$ cat config.mk
export PLATFORM = sky130hd
export DESIGN_NAME = cdb_arbiter_n
export DESIGN_NICKNAME = d
export VERILOG_FILES = /design/src/rtl/cdb_pkg.sv /design/src/rtl/cdb_arb_sel.sv /design/src/rtl/cdb_arbiter_n.sv
export SDC_FILE = /design/constraint.sdc
export NUM_CORES = 1
export LEC_CHECK = 0
export ABC_AREA = 1
export CAP_MARGIN = 20
export CORE_AREA = 5 5 246 248
export DETAILED_ROUTE_END_ITERATION = 10
export DIE_AREA = 0 0 251 253
export GPL_TIMING_DRIVEN = 0
export PLACE_DENSITY = 0.47
export RECOVER_POWER = 100
export SYNTH_ARGS = -nofsm -noshare
export SYNTH_HDL_FRONTEND = slang
export SYNTH_HIERARCHICAL = 1
export SYNTH_SLANG_ARGS = --single-unit
$ cat constraint.sdc
create_clock -name Clk -period 4.95 [get_ports Clk]
set_clock_uncertainty 0.1 [all_clocks]
set_input_delay 0.99 -clock Clk [delete_from_list [all_inputs] [get_ports Clk]]
set_output_delay 0.99 -clock Clk [all_outputs]
set_load 0.01 [all_outputs]
$ cat src/rtl/cdb_pkg.sv
// Shared constants for the common data bus arbiter: arbitration mode encodings
// and the branch-prediction-buffer index width.
package cdb_pkg;

  typedef enum int {
    ARB_FIXED  = 0,
    ARB_RR     = 1,
    ARB_OLDEST = 2
  } arb_mode_e;

  localparam int BPB_W = 3;

endpackage

$ cat src/rtl/cdb_arb_sel.sv
// Combinational winner select: fixed priority, round-robin from a pointer, or
// oldest-first by ROB depth. Produces a one-hot grant and the winner's index.
module cdb_arb_sel
  import cdb_pkg::*;
#(
  parameter int NUM_SRC  = 4,
  parameter int TAG_W    = 5,
  parameter int ARB_MODE = ARB_FIXED,
  localparam int SRC_W   = $clog2(NUM_SRC)
) (
  input  logic [NUM_SRC-1:0]       i_req,
  input  logic [NUM_SRC*TAG_W-1:0] i_depth,
  input  logic [SRC_W-1:0]         i_rr_ptr,
  output logic [NUM_SRC-1:0]       o_grant,
  output logic [SRC_W-1:0]         o_idx,
  output logic                     o_any
);

  logic [TAG_W-1:0] w_best_depth;
  logic             w_unused;

  // Depth and pointer are only consulted by some modes.
  assign w_unused = ^{i_depth, i_rr_ptr};

  // NOTE: every output gets a default before any branch so no latch is inferred.
  always_comb begin
    o_grant      = '0;
    o_idx        = '0;
    o_any        = 1'b0;
    w_best_depth = '1;
    if (ARB_MODE == int'(ARB_RR)) begin
      // Scan offsets from the far end so the smallest offset from the pointer wins.
      for (int k = NUM_SRC - 1; k >= 0; k--) begin
        for (int j = 0; j < NUM_SRC; j++) begin
          if (i_req[j] && (j == (int'(i_rr_ptr) + k) % NUM_SRC)) begin
            o_grant    = '0;
            o_grant[j] = 1'b1;
            o_idx      = SRC_W'(j);
            o_any      = 1'b1;
          end
        end
      end
    end else if (ARB_MODE == int'(ARB_OLDEST)) begin
      // Strict less-than keeps the lowest index on equal depths.
      for (int i = 0; i < NUM_SRC; i++) begin
        if (i_req[i] && (!o_any || (i_depth[i*TAG_W +: TAG_W] < w_best_depth))) begin
          w_best_depth = i_depth[i*TAG_W +: TAG_W];
          o_grant      = '0;
          o_grant[i]   = 1'b1;
          o_idx        = SRC_W'(i);
          o_any        = 1'b1;
        end
      end
    end else begin
      for (int i = NUM_SRC - 1; i >= 0; i--) begin
        if (i_req[i]) begin
          o_grant    = '0;
          o_grant[i] = 1'b1;
          o_idx      = SRC_W'(i);
          o_any      = 1'b1;
        end
      end
    end
  end

endmodule

$ cat src/rtl/cdb_arbiter_n.sv
// Common data bus: merges NUM_SRC result channels onto one registered CDB,
// squashing results younger than a broadcast mispredict.
module cdb_arbiter_n
  import cdb_pkg::*;
#(
  parameter int NUM_SRC      = 4,
  parameter int DATA_W       = 32,
  parameter int PHY_W        = 6,
  parameter int TAG_W        = 5,
  parameter int AUX_W        = 32,
  parameter int DEPTH_COPIES = 9,
  parameter int ARB_MODE     = ARB_FIXED,
  localparam int SRC_W       = $clog2(NUM_SRC)
) (
  input  logic                        Clk,
  input  logic                        Resetb,
  input  logic [TAG_W:0]              Rob_TopPtr,
  input  logic                        Rob_Commit,
  input  logic [NUM_SRC-1:0]          Src_Valid,
  output logic [NUM_SRC-1:0]          Src_Ready,
  input  logic [NUM_SRC*DATA_W-1:0]   Src_Data,
  input  logic [NUM_SRC*PHY_W-1:0]    Src_PhyAddr,
  input  logic [NUM_SRC*TAG_W-1:0]    Src_RobTag,
  input  logic [NUM_SRC-1:0]          Src_RdWrite,
  input  logic [NUM_SRC-1:0]          Src_Branch,
  input  logic [NUM_SRC-1:0]          Src_BranchOutcome,
  input  logic [NUM_SRC-1:0]          Src_BranchPredict,
  input  logic [NUM_SRC-1:0]          Src_JrFlush,
  input  logic [NUM_SRC*DATA_W-1:0]   Src_BranchAddr,
  input  logic [NUM_SRC*BPB_W-1:0]    Src_BranchUpdtAddr,
  input  logic [NUM_SRC*AUX_W-1:0]    Src_Aux,
  output logic                        Cdb_Valid,
  output logic                        Cdb_PhyRegWrite,
  output logic                        Cdb_Branch,
  output logic                        Cdb_BranchOutcome,
  output logic                        Cdb_Flush,
  output logic [DATA_W-1:0]           Cdb_Data,
  output logic [DATA_W-1:0]           Cdb_BranchAddr,
  output logic [PHY_W-1:0]            Cdb_RdPhyAddr,
  output logic [TAG_W-1:0]            Cdb_RobTag,
  output logic [BPB_W-1:0]            Cdb_BranchUpdtAddr,
  output logic [AUX_W-1:0]            Cdb_Aux,
  output logic [SRC_W-1:0]            Cdb_SrcId,
  output logic [DEPTH_COPIES*TAG_W-1:0] Cdb_RobDepth
);

  logic [NUM_SRC*TAG_W-1:0] w_src_depth;
  logic [NUM_SRC-1:0]       w_squash;
  logic [NUM_SRC-1:0]       w_req;
  logic [NUM_SRC-1:0]       w_grant;
  logic [SRC_W-1:0]         w_win;
  logic                     w_any;
  logic [SRC_W-1:0]         w_rr_next;
  logic [TAG_W-1:0]         w_head_next;
  logic [TAG_W-1:0]         w_win_depth;
  logic                     w_win_flush;
  logic                     w_unused;

  logic [DATA_W-1:0] w_sel_data, w_sel_baddr;
  logic [PHY_W-1:0]  w_sel_phy;
  logic [TAG_W-1:0]  w_sel_tag;
  logic [BPB_W-1:0]  w_sel_bupdt;
  logic [AUX_W-1:0]  w_sel_aux;
  logic              w_sel_rdwr, w_sel_br, w_sel_out, w_sel_pred, w_sel_jr;

  logic              r_valid, r_rd_write, r_branch, r_outcome, r_flush;
  logic [DATA_W-1:0] r_data, r_baddr;
  logic [PHY_W-1:0]  r_phy;
  logic [TAG_W-1:0]  r_tag;
  logic [BPB_W-1:0]  r_bupdt;
  logic [AUX_W-1:0]  r_aux;
  logic [SRC_W-1:0]  r_src_id;
  logic [SRC_W-1:0]  r_rr_ptr;
  logic [TAG_W-1:0]  r_rob_depth [DEPTH_COPIES];

  // Only the low TAG_W bits of the head pointer index the ROB.
  assign w_unused = Rob_TopPtr[TAG_W];

  always_comb begin
    w_src_depth = '0;
    w_squash    = '0;
    for (int i = 0; i < NUM_SRC; i++) begin
      w_src_depth[i*TAG_W +: TAG_W] = Src_RobTag[i*TAG_W +: TAG_W] - Rob_TopPtr[TAG_W-1:0];
      w_squash[i] = r_flush && Src_Valid[i] && (w_src_depth[i*TAG_W +: TAG_W] > r_rob_depth[0]);
    end
  end

  assign w_req = Src_Valid & ~w_squash;

  cdb_arb_sel #(
    .NUM_SRC  (NUM_SRC),
    .TAG_W    (TAG_W),
    .ARB_MODE (ARB_MODE)
  ) u_sel (
    .i_req    (w_req),
    .i_depth  (w_src_depth),
    .i_rr_ptr (r_rr_ptr),
    .o_grant  (w_grant),
    .o_idx    (w_win),
    .o_any    (w_any)
  );

  // Nothing is accepted while reset holds the CDB register clear.
  assign Src_Ready = (w_squash | w_grant) & {NUM_SRC{Resetb}};

  always_comb begin
    w_sel_data  = '0;
    w_sel_baddr = '0;
    w_sel_phy   = '0;
    w_sel_tag   = '0;
    w_sel_bupdt = '0;
    w_sel_aux   = '0;
    w_sel_rdwr  = 1'b0;
    w_sel_br    = 1'b0;
    w_sel_out   = 1'b0;
    w_sel_pred  = 1'b0;
    w_sel_jr    = 1'b0;
    for (int i = 0; i < NUM_SRC; i++) begin
      if (w_grant[i]) begin
        w_sel_data  = Src_Data[i*DATA_W +: DATA_W];
        w_sel_baddr = Src_BranchAddr[i*DATA_W +: DATA_W];
        w_sel_phy   = Src_PhyAddr[i*PHY_W +: PHY_W];
        w_sel_tag   = Src_RobTag[i*TAG_W +: TAG_W];
        w_sel_bupdt = Src_BranchUpdtAddr[i*BPB_W +: BPB_W];
        w_sel_aux   = Src_Aux[i*AUX_W +: AUX_W];
        w_sel_rdwr  = Src_RdWrite[i];
        w_sel_br    = Src_Branch[i];
        w_sel_out   = Src_BranchOutcome[i];
        w_sel_pred  = Src_BranchPredict[i];
        w_sel_jr    = Src_JrFlush[i];
      end
    end
  end

  assign w_win_flush = w_sel_jr | (w_sel_br & (w_sel_out != w_sel_pred));
  assign w_rr_next   = (w_win == SRC_W'(NUM_SRC - 1)) ? '0 : w_win + 1'b1;
  // Depth is taken against the head of the broadcast cycle, after this cycle's commit.
  assign w_head_next = Rob_TopPtr[TAG_W-1:0] + {{(TAG_W-1){1'b0}}, Rob_Commit};
  assign w_win_depth = w_sel_tag - w_head_next;

  // NOTE: sequential state uses non-blocking assignments so every flop samples pre-edge values.
  always_ff @(posedge Clk or negedge Resetb) begin
    if (!Resetb) begin
      r_valid    <= 1'b0;
      r_rd_write <= 1'b0;
      r_branch   <= 1'b0;
      r_outcome  <= 1'b0;
      r_flush    <= 1'b0;
      r_data     <= '0;
      r_baddr    <= '0;
      r_phy      <= '0;
      r_tag      <= '0;
      r_bupdt    <= '0;
      r_aux      <= '0;
      r_src_id   <= '0;
      r_rr_ptr   <= '0;
      // NOTE: the depth copies feed the squash compare, so the whole array is reset.
      for (int c = 0; c < DEPTH_COPIES; c++) r_rob_depth[c] <= '0;
    end else begin
      r_valid    <= w_any;
      r_rd_write <= w_any & w_sel_rdwr;
      r_branch   <= w_any & w_sel_br;
      r_flush    <= w_any & w_win_flush;
      if (w_any) begin
        r_outcome <= w_sel_out;
        r_data    <= w_sel_data;
        r_baddr   <= w_sel_baddr;
        r_phy     <= w_sel_phy;
        r_tag     <= w_sel_tag;
        r_bupdt   <= w_sel_bupdt;
        r_aux     <= w_sel_aux;
        r_src_id  <= w_win;
        r_rr_ptr  <= w_rr_next;
        for (int c = 0; c < DEPTH_COPIES; c++) r_rob_depth[c] <= w_win_depth;
      end
    end
  end

  assign Cdb_Valid          = r_valid;
  assign Cdb_PhyRegWrite    = r_rd_write;
  assign Cdb_Branch         = r_branch;
  assign Cdb_BranchOutcome  = r_outcome;
  assign Cdb_Flush          = r_flush;
  assign Cdb_Data           = r_data;
  assign Cdb_BranchAddr     = r_baddr;
  assign Cdb_RdPhyAddr      = r_phy;
  assign Cdb_RobTag         = r_tag;
  assign Cdb_BranchUpdtAddr = r_bupdt;
  assign Cdb_Aux            = r_aux;
  assign Cdb_SrcId          = r_src_id;

  for (genvar g = 0; g < DEPTH_COPIES; g++) begin : g_depth
    assign Cdb_RobDepth[g*TAG_W +: TAG_W] = r_rob_depth[g];
  end

endmodule

==> metrics.txt <==
outcome=finished with violations; violations in the final reports=setup timing; floorplan die width=251 µm; sum of routed wire length over all layers=63100 µm; number of buffers added by the clock tree synthesis step=17; total clock sinks=122; remaining antenna violation count=0; GRT overflow=0; standard cell area after detailed placement=16600 µm²; cell row count=89; class of the tightest hold or removal check=register to register; number of iterations in the first detailed-routing pass=5; CP startpoint kind=input pin; endpoint of the most critical register-to-register path=Cdb_RobDepth[39]; final number of setup-violating endpoints=4; relative area change from synthesis to final layout=98.5%; net count after synthesis=1811; routed wirelength normalized by instance count=22.6 µm; Syn. warnings=6; per-instance average area after synthesis=7.10 µm²; total power per unit cell area=422 nW/µm²; Tmin final=5070 ps; initial antenna violation count=13; number of global-route vias before repair=13100; critical path data required time=3860 ps; worst reg-to-reg path cell count=24; Min-Delay Startpoint=Cdb_SrcId[1]; part of the cycle the worst path needs=102%; arrival time worst endpoint=3980 ps; transition time at the pin with the least slew margin=731 ps; maximum fanout along the worst path=10; total area of multi-input combinational cells=5610 µm²; startpoint of the worst-slack reg-to-reg timing path=Cdb_RobDepth[39]; Die Ht=253 µm; count of buffers inserted at the top-level ports=636; hold-fix buffers at CTS=0; maximum resistive drop on vdd=0.000262 V; initial cell density of the core=15.8%; Slew Viols, Final=0; number of vias after detailed routing=12300; start-to-end type of the worst setup path=input pin to output pin; slack of the critical path=-124 ps; total global routing track utilization=18.9%; average vias per placed instance=4.39; Max clock buf depth=2; FMAX=197 MHz; Post-layout nets=2523; final number of hold-violating endpoints=0; die outline area=63500 µm²; pin count of the biggest net entering global routing=64; total number of H-tree levels=4; Max-slew headroom=51.3%; Post-route DRC=0; Detail Placement HPWL=50600 µm; count of pins on the block boundary=639; reported leakage power=7.63 nW; TritonCTS clock tree=built; final standard cell area without fillers=18200 µm²; mapped cell area=9180 µm²; filler cell count in the final layout=6289; clock input transition at the sequential cells of the worst setup and hold paths=60 ps; worst hold stages=2; Storage cell area=3050 µm²; core region area=58200 µm²; clock latency on the worst-skew pair=470 ps; Iter 0 DRT Violations=694; first-pass GRT wire length=88400 µm; endpoint with the worst hold slack=Cdb_SrcId[1]; endpoint class of the critical path=output pin; root buffer cell=clkbuf_16; gp weighted congestion=0.922; RSZ-0062 raised after global routing=true; instance count of the mapped netlist=1292; utilization after layout=31.3%; total of max-cap violations=0; share of cells above drive strength 1=13.9%; FF-to-FF setup slack=600 ps
-- repair_timing --
item / CTS / global route
setup buffers: 37 / 20
gates resized for setup: 169 / 56
setup endpoints to repair: 125 / 33
pin swaps: 47 / 39
-- per-layer routing --
| metal | GRT usage [%] | share of wire (%) |
|---|---|---|
| met2 | 33.2 | 50 |
| met1 | 21.9 | 39 |
| met4 | 6.00 | 2.2 |
| met3 | 6.38 | 8.4 |
| met5 | 0 | 0.065 |
-- placed cells by master, fill, tap and decap left out, types with 6 or more instances in the layout --
cell,count
nor2_1,114
xor2_1,11
clkbuf_16,19
inv_4,7
fa_2,6
a21oi_1,339
nand2_2,11
inv_1,15
clkbuf_4,9
o211ai_1,108
ha_4,14
buf_6,19
clkbuf_1,42
nand3_1,12
buf_2,33
ha_1,26
buf_12,7
buf_4,82
o21ai_0,15
nand2_1,284
inv_2,8
dlygate4sd2_1,11
dlygate4sd3_1,124
dfrtp_1,122
buf_1,8
clkdlybuf4s50_1,487
-- layout make-up --
| cell class | count | area share [%] |
|---|---|---|
| Timing Repair Buffer | 694 | 37.8 |
| Multi-Input combinational cell | 993 | 30.8 |
| Sequential cell | 122 | 16.8 |
| Tap cell | 773 | 5.31 |
| Buffer | 141 | 4.98 |
| Clock buffer | 20 | 2.56 |
| Inverter | 35 | 0.941 |
| Clock inverter | 12 | 0.749 |
| Antenna cell | 4 | 0.0550 |
-- per-stage QoR --
stage | instances | setup TNS (ps) | worst slack [ps] | hold WS (ps) | total power, mW
after floorplan | 1292 | 0 | 0.0688 | 409 | 3.70
after global placement | 2701 | -523540 | -4640 | 366 | 6.25
after detailed placement | 2703 | -111490 | -2050 | 383 | 6.29
after CTS | 2772 | -27.5 | -27.5 | 385 | 7.88
after global routing | 2794 | -1140 | -298 | 413 | 8.21
final | 2794 | -326 | -124 | 379 | 7.69
-- critical path, stage by stage --
cell and delay [ps]:
buf_8 70, clkinvlp_4 170, buf_6 170, fa_2 350, nand3_2 90, nand2_2 50
xor2_1 140, ha_1 300, nand2_2 90, nor2_2 40, nand2_1 60, o211ai_1 120
a21boi_2 240, inv_2 60, buf_4 150, nor2_4 190, inv_6 90, buf_12 140
buf_12 140, a21oi_4 150, buf_6 130
-- power breakdown --
group,total [mW],leakage [nW],switching [mW],internal [mW]
clock,1.33,0.289,0.543,0.784
combinational,4.60,5.85,2.33,2.27
sequential,1.76,1.49,0.324,1.43
-- state kept, by name, indices dropped and copies added (netlist names) --
| signal | flops |
|---|---|
| Cdb_Data | 32 |
| Cdb_RobTag | 5 |
| Cdb_Branch | 1 |
| Cdb_PhyRegWrite | 1 |
| Cdb_RobDepth | 5 |
| Cdb_SrcId | 2 |
| Cdb_BranchUpdtAddr | 3 |
| Cdb_Flush | 1 |
| Cdb_Aux | 32 |
| Cdb_BranchAddr | 32 |
| Cdb_RdPhyAddr | 6 |
| Cdb_Valid | 1 |
| Cdb_BranchOutcome | 1 |
-- how the worst max path moves through the flow --
stage | slack, ps | start | to | depth (start not counted)
finish | -120 | Rob_TopPtr[1] | Src_Ready[2] | 21
global route | -300 | Rob_TopPtr[1] | Src_Ready[3] | 20
CTS | -30 | Src_RobTag[0] | Src_Ready[3] | 22
detailed placement | -2050 | Rob_TopPtr[1] | Src_Ready[3] | 20
global placement | -4640 | Resetb | Src_Ready[2] | 4
floorplan | 0.07 | Rob_TopPtr[1] | Cdb_RobDepth[39] | 29
(Power assumes the default switching activity.)
